===== src/rtl/hawk_axird_arbiter.sv =====
// Purpose : round-robin share of the single Hawk AXI read master among N_REQ requesters, one burst in flight.
// Latency : request seen in IDLE -> m_arvalid next cycle; R beats pass through combinationally (0 cycles).
// Backpressure: AR held stable until m_arready; m_rready follows the granted requester's rsp_rready.
//
// Ports:
//   clk, rst                       clock, synchronous active-high reset
//   req_valid/addr/arlen/ready     per-requester AR request (addr/arlen packed, requester i at [i*W +: W])
//   rsp_valid/rdata/rresp/rlast    R beat steered to the granted requester (data/resp/last broadcast)
//   rsp_rready                     per-requester R ready
//   m_ar*, m_addr, m_r*            AXI read master AR/R channels
//   gnt_id, busy, len_err          grant index (valid while busy), activity, sticky burst-length error
module hawk_axird_arbiter #(
  parameter int N_REQ  = 3,
  parameter int ADDR_W = 64,
  parameter int LEN_W  = 8,
  parameter int DATA_W = 512,
  parameter int RESP_W = 2,
  localparam int ID_W  = $clog2(N_REQ)
) (
  input  logic                    clk,
  input  logic                    rst,
  input  logic [N_REQ-1:0]        req_valid,
  input  logic [N_REQ*ADDR_W-1:0] req_addr,
  input  logic [N_REQ*LEN_W-1:0]  req_arlen,
  output logic [N_REQ-1:0]        req_ready,
  output logic [N_REQ-1:0]        rsp_valid,
  output logic [DATA_W-1:0]       rsp_rdata,
  output logic [RESP_W-1:0]       rsp_rresp,
  output logic                    rsp_rlast,
  input  logic [N_REQ-1:0]        rsp_rready,
  output logic                    m_arvalid,
  output logic [ADDR_W-1:0]       m_addr,
  output logic [LEN_W-1:0]        m_arlen,
  input  logic                    m_arready,
  input  logic                    m_rvalid,
  input  logic [DATA_W-1:0]       m_rdata,
  input  logic [RESP_W-1:0]       m_rresp,
  input  logic                    m_rlast,
  output logic                    m_rready,
  output logic [ID_W-1:0]         gnt_id,
  output logic                    busy,
  output logic                    len_err
);

  typedef enum logic [1:0] {
    IDLE = 2'd0,
    ADDR = 2'd1,
    DATA = 2'd2
  } state_t;

  // Registered AR request of the current grant.
  typedef struct packed {
    logic [ADDR_W-1:0] addr;
    logic [LEN_W-1:0]  arlen;
  } ar_req_t;

  state_t          state_q, state_d;
  logic [ID_W-1:0] rr_ptr_q;
  logic [ID_W-1:0] gnt_q;
  ar_req_t         ar_q;
  logic [LEN_W:0]  beat_cnt_q;
  logic            len_err_q;

  logic            pick_vld;
  logic [ID_W-1:0] pick_idx;
  ar_req_t         pick_req;
  logic [N_REQ-1:0] gnt_oh;
  logic            gnt_rready;
  logic            ar_hs;
  logic            r_hs;

  // Round-robin pick: first pass takes the lowest valid index at or above
  // rr_ptr; if none, the second pass wraps and takes the lowest valid index.
  always_comb begin
    pick_vld = 1'b0;
    pick_idx = '0;
    pick_req = '0;
    for (int i = 0; i < N_REQ; i++) begin
      if (!pick_vld && req_valid[i] && (ID_W'(i) >= rr_ptr_q)) begin
        pick_vld       = 1'b1;
        pick_idx       = ID_W'(i);
        pick_req.addr  = req_addr[i*ADDR_W +: ADDR_W];
        pick_req.arlen = req_arlen[i*LEN_W +: LEN_W];
      end
    end
    for (int i = 0; i < N_REQ; i++) begin
      if (!pick_vld && req_valid[i]) begin
        pick_vld       = 1'b1;
        pick_idx       = ID_W'(i);
        pick_req.addr  = req_addr[i*ADDR_W +: ADDR_W];
        pick_req.arlen = req_arlen[i*LEN_W +: LEN_W];
      end
    end
  end

  assign gnt_oh     = N_REQ'(1) << gnt_q;
  assign gnt_rready = |(rsp_rready & gnt_oh);
  assign ar_hs      = (state_q == ADDR) && m_arready;
  assign r_hs       = (state_q == DATA) && m_rvalid && gnt_rready;

  always_ff @(posedge clk) begin
    if (rst) begin
      state_q <= IDLE;
    end else begin
      state_q <= state_d;
    end
  end

  always_comb begin
    state_d   = state_q;
    m_arvalid = 1'b0;
    m_rready  = 1'b0;
    rsp_valid = '0;
    req_ready = '0;
    case (state_q)
      IDLE: begin
        if (pick_vld) begin
          state_d = ADDR;
        end
      end
      ADDR: begin
        m_arvalid = 1'b1;
        if (m_arready) begin
          req_ready = gnt_oh;
          state_d   = DATA;
        end
      end
      DATA: begin
        m_rready  = gnt_rready;
        rsp_valid = m_rvalid ? gnt_oh : '0;
        // rlast alone ends the burst, whatever the beat count says.
        if (m_rvalid && gnt_rready && m_rlast) begin
          state_d = IDLE;
        end
      end
      default: begin
        state_d = IDLE;
      end
    endcase
  end

  always_ff @(posedge clk) begin
    if (rst) begin
      rr_ptr_q   <= '0;
      gnt_q      <= '0;
      ar_q       <= '0;
      beat_cnt_q <= '0;
      len_err_q  <= 1'b0;
    end else begin
      // Latch the request in IDLE; later changes on req_* are ignored.
      if (state_q == IDLE && pick_vld) begin
        gnt_q <= pick_idx;
        ar_q  <= pick_req;
      end

      if (ar_hs) begin
        beat_cnt_q <= '0;
      end else if (r_hs && (beat_cnt_q != '1)) begin
        beat_cnt_q <= beat_cnt_q + 1'b1;
      end

      if (r_hs && m_rlast) begin
        // beat_cnt still counts the beats before this one, so a correct
        // burst of arlen+1 beats has beat_cnt == arlen here.
        if (beat_cnt_q != {1'b0, ar_q.arlen}) begin
          len_err_q <= 1'b1;
        end
        // The requester just served drops to lowest priority.
        rr_ptr_q <= (gnt_q == ID_W'(N_REQ - 1)) ? '0 : gnt_q + 1'b1;
      end
    end
  end

  assign m_addr    = ar_q.addr;
  assign m_arlen   = ar_q.arlen;
  assign rsp_rdata = m_rdata;
  assign rsp_rresp = m_rresp;
  assign rsp_rlast = m_rlast;
  assign gnt_id    = gnt_q;
  assign busy      = (state_q != IDLE);
  assign len_err   = len_err_q;

endmodule


===== config.mk =====
export PLATFORM = sky130hd
export DESIGN_NAME = hawk_axird_arbiter
export DESIGN_NICKNAME = d
export VERILOG_FILES = /design/src/rtl/hawk_axird_arbiter.sv
export SDC_FILE = /design/constraint.sdc
export NUM_CORES = 1
export LEC_CHECK = 0
export BUFFER_PORTS_ARGS = -buffer_cell sky130_fd_sc_hd__buf_2
export CAP_MARGIN = 20
export CORE_AREA = 2 2 529 531
export CTS_CLUSTER_SIZE = 16
export DETAILED_ROUTE_END_ITERATION = 8
export DIE_AREA = 0 0 531 533
export PLACE_DENSITY = 0.3
export SYNTH_ARGS = -nofsm -noshare
export SYNTH_HDL_FRONTEND = slang
export SYNTH_SLANG_ARGS = --single-unit

===== constraint.sdc =====
create_clock -name clk -period 4.27 [get_ports clk]
set_input_delay 0.6405 -clock clk [delete_from_list [all_inputs] [get_ports clk]]
set_output_delay 0.6405 -clock clk [all_outputs]
set_load 0.02 [all_outputs]

==> results.toml <==
[final_layout]
multi_input_area_um2 = 4168
nNetsFinal = 1864
syn_to_final_growth_pct = 24.08
fill_cells = 33042
final_cell_mix = "buf_2, nor2_1, dfxtp_1"
seq_area_um2 = 1769
layout-drive-gt1-share_pct = 32.09
final_area_um2 = 12680
final_common_cell = "buf_2"
fin_cells = 4865

[grt]
grt_usage_pct = 11.14
grt_pass1_vias = 8965
grt_pass1_wl_mm = 185.3
antenna_found_initial = 30
grt_max_degree = 73
grt_overflow = 0

[drt]
top_layer = "met5"
wl_met2_mm = 74.86
met1_length_mm = 25.87
post-route-drc-count = 0
initialDrtViolationCount = 883
final_antenna_net_count = 0
drt_wl_total_mm = 164.9
wire_per_inst_um = 33.90
firstDrtPassIters = 5
vias = 9784
via_per_inst = 2.011
met3_length_mm = 59.23

[critical_path]
r2r_cells = 6
critPathLaunchType = "primary input"
cp.arrival_ps = 3000
path_max_fanout = 46
end_kind = "flip-flop"
rr_endpoint = "m_arlen[6]$_SDFFE_PP0P_"
r2r_start = "rr_ptr_q[0]$_SDFFE_PP0P_"
reg2reg_slack_ps = 1630
cp.required_ps = 4570
critical_path_class = "primary input to flip-flop"

[min_path]
hp-class = "primary input to flip-flop"
min_delay_worst_endpoint = "state_q[0]$_SDFFE_PP0P_"
min-delay-start = "m_arready"
worstHoldPathCells = 2

[sta]
setup_viol = 0
fmax_ghz = 0.3710
fin_skew_ps = 18.50
slew_headroom_pct = 25.61
fin_crit_ps = 2695
finalHoldViolations = 0
finalWorstSetupSlack_ps = 1575
rsz0062_at_grt = "false"
tns_ps = 0
slew_viol_final = 0
post-route-period-util_pct = 63.12
worst_pin_slew_ps = 1116

[placed_design]
dp_hpwl_mm = 149.5
place_inst = 4834
port_buffers = 311
gp_congestion = 0.7783
postPlaceCellArea_um2 = 12360
dp_worst_setup_slack_ps = 1081

[clock_tree]
cts_setup_buffers = 0
cts.path.max_buffers = 2
cts_sinks = 88
path_clk_slew_ps = 80
cts_tree = "yes"
cts_made_buffers = 9
clk_latency_ps = 440
root_buffer = "clkbuf_16"
holdBufCountCts = 0
cts_resized = 0
htree_num_levels = 3

[pwr]
pwr_density_cell_nw_per_um2 = 213.2
peakVddDrop_uv = 151.9
p_leak_nw = 3.591

[synthesis]
ys_ff_latch = 88
yosysUniqueCellTypes = 43
synth_seq_area_share_pct = 17.24
synth-edff-count = 0
syn-instance-count = 1391
ys.flop_type = "dfxtp_1"
synth_nets = 2134
synthArstFlopShare_pct = 0
synth_area_per_cell_um2 = 7.348
ys.warnings.count = 0
synth_area_um2 = 10220

[floorplan]
dieArea_um2 = 283000
core_um2 = 277900
die_y_um = 533
start_util_pct = 3.678
pin_count = 1340
rows = 194
fp.dieW_um = 531

[status]
status = "completed"

[run]
max_cap_viol_count = 0
-- layout make-up --
class / instances / area share, %
tap: 3724 / 36.74
multi-input combinational: 685 / 32.86
sequential: 88 / 13.95
timing repair buffer: 332 / 13.75
clock buffer: 10 / 1.884
clock inverter: 5 / 0.3256
antenna: 16 / 0.3157
inverter: 5 / 0.1677
-- Yosys cell counts, types with 2 or more instances --
master	count	area share (%)
xnor2_1	11	0.94
buf_6	7	0.77
buf_2	14	0.69
nor4_1	2	0.12
clkbuf_1	67	2.5
mux2_2	2	0.22
nand3_1	4	0.20
nand4_1	5	0.31
nand2_1	79	2.9
buf_1	8	0.29
a221oi_1	70	6.0
a31oi_1	74	4.5
a21boi_0	2	0.15
and2_1	2	0.12
mux2i_1	4	0.39
nand3b_1	2	0.15
or3_1	3	0.18
o21ai_0	80	3.9
o22ai_1	72	4.4
inv_1	5	0.18
ha_1	2	0.24
dfxtp_1	88	17
o21a_1	2	0.15
nor2_1	92	3.4
a21oi_2	2	0.17
nand2b_1	5	0.31
nor2b_1	4	0.24
nor3_1	5	0.24
buf_4	517	38
xor2_1	2	0.17
a21oi_1	6	0.29
o21ai_1	71	3.5
and3b_1	72	6.2
-- power breakdown --
group	internal (mW)	leakage, nW	switching [mW]	total, mW
sequential	0.886	0.723	0.0596	0.946
clock	0.416	0.132	0.537	0.953
combinational	0.283	2.74	0.522	0.805
total	1.59	3.59	1.12	2.70
-- worst max-delay path, stage by stage --
cell and delay [ps]:
buf_4 230, mux2_2 390, nand2_4 660, o22ai_1 240
a221oi_1 540, o21ai_1 110
-- cell families (layout without fill, tap and decap cells) --
family / count (synthesis) / count (layout) / synth area share, %
xor gates and xnor gates: 13 / 13 / 1.114
other: 0 / 16 / 0
and+or+nand+nor: 279 / 279 / 14.70
adders and majority gates: 2 / 2 / 0.2448
DFF: 88 / 88 / 17.24
AOI/OAI and AO/OA: 385 / 385 / 23.72
buffers and inverters: 618 / 352 / 42.37
muxes: 6 / 6 / 0.6121
-- worst max path at each step --
stage | start | end | slack (ps) | cells past startpoint
5_1_grt | state_q[0]$_SDFFE_PP0P_ | req_ready[2] | 1490 | 4
3_5_place_dp | req_valid[1] | m_arlen[6]$_SDFFE_PP0P_ | 1080 | 7
4_1_cts | state_q[0]$_SDFFE_PP0P_ | req_ready[2] | 1430 | 4
3_3_place_gp | req_valid[1] | m_arlen[6]$_SDFFE_PP0P_ | 1080 | 7
2_1_floorplan | state_q[0]$_SDFFE_PP0P_ | req_ready[0] | 2190 | 3
6_report | req_valid[1] | m_arlen[6]$_SDFFE_PP0P_ | 1570 | 6
-- sequential cells by signal (all words and copies together) (netlist names) --
signal and cells:
beat_cnt_q 9, gnt_id 2, len_err 1, m_addr 64, m_arlen 8, rr_ptr_q 2
state_q 2
-- metal layers --
layer	GRT usage, %	vias to the layer above
met5	1.063	-
met2	17.80	1322
met4	3.080	24
met3	18.36	247
met1	5.199	4346
li1	-	3845
-- per-stage QoR --
stage,hold WS (ps),power (mW),util [%]
2_1_floorplan,478.9,2.053,-
3_3_place_gp,435.6,1.794,4.448
3_5_place_dp,439.4,1.794,4.448
4_1_cts,387.2,2.809,4.549
5_1_grt,438.8,2.860,4.557
6_report,442.8,2.704,4.563
No activity file was read; power rests on OpenSTA's default activity.
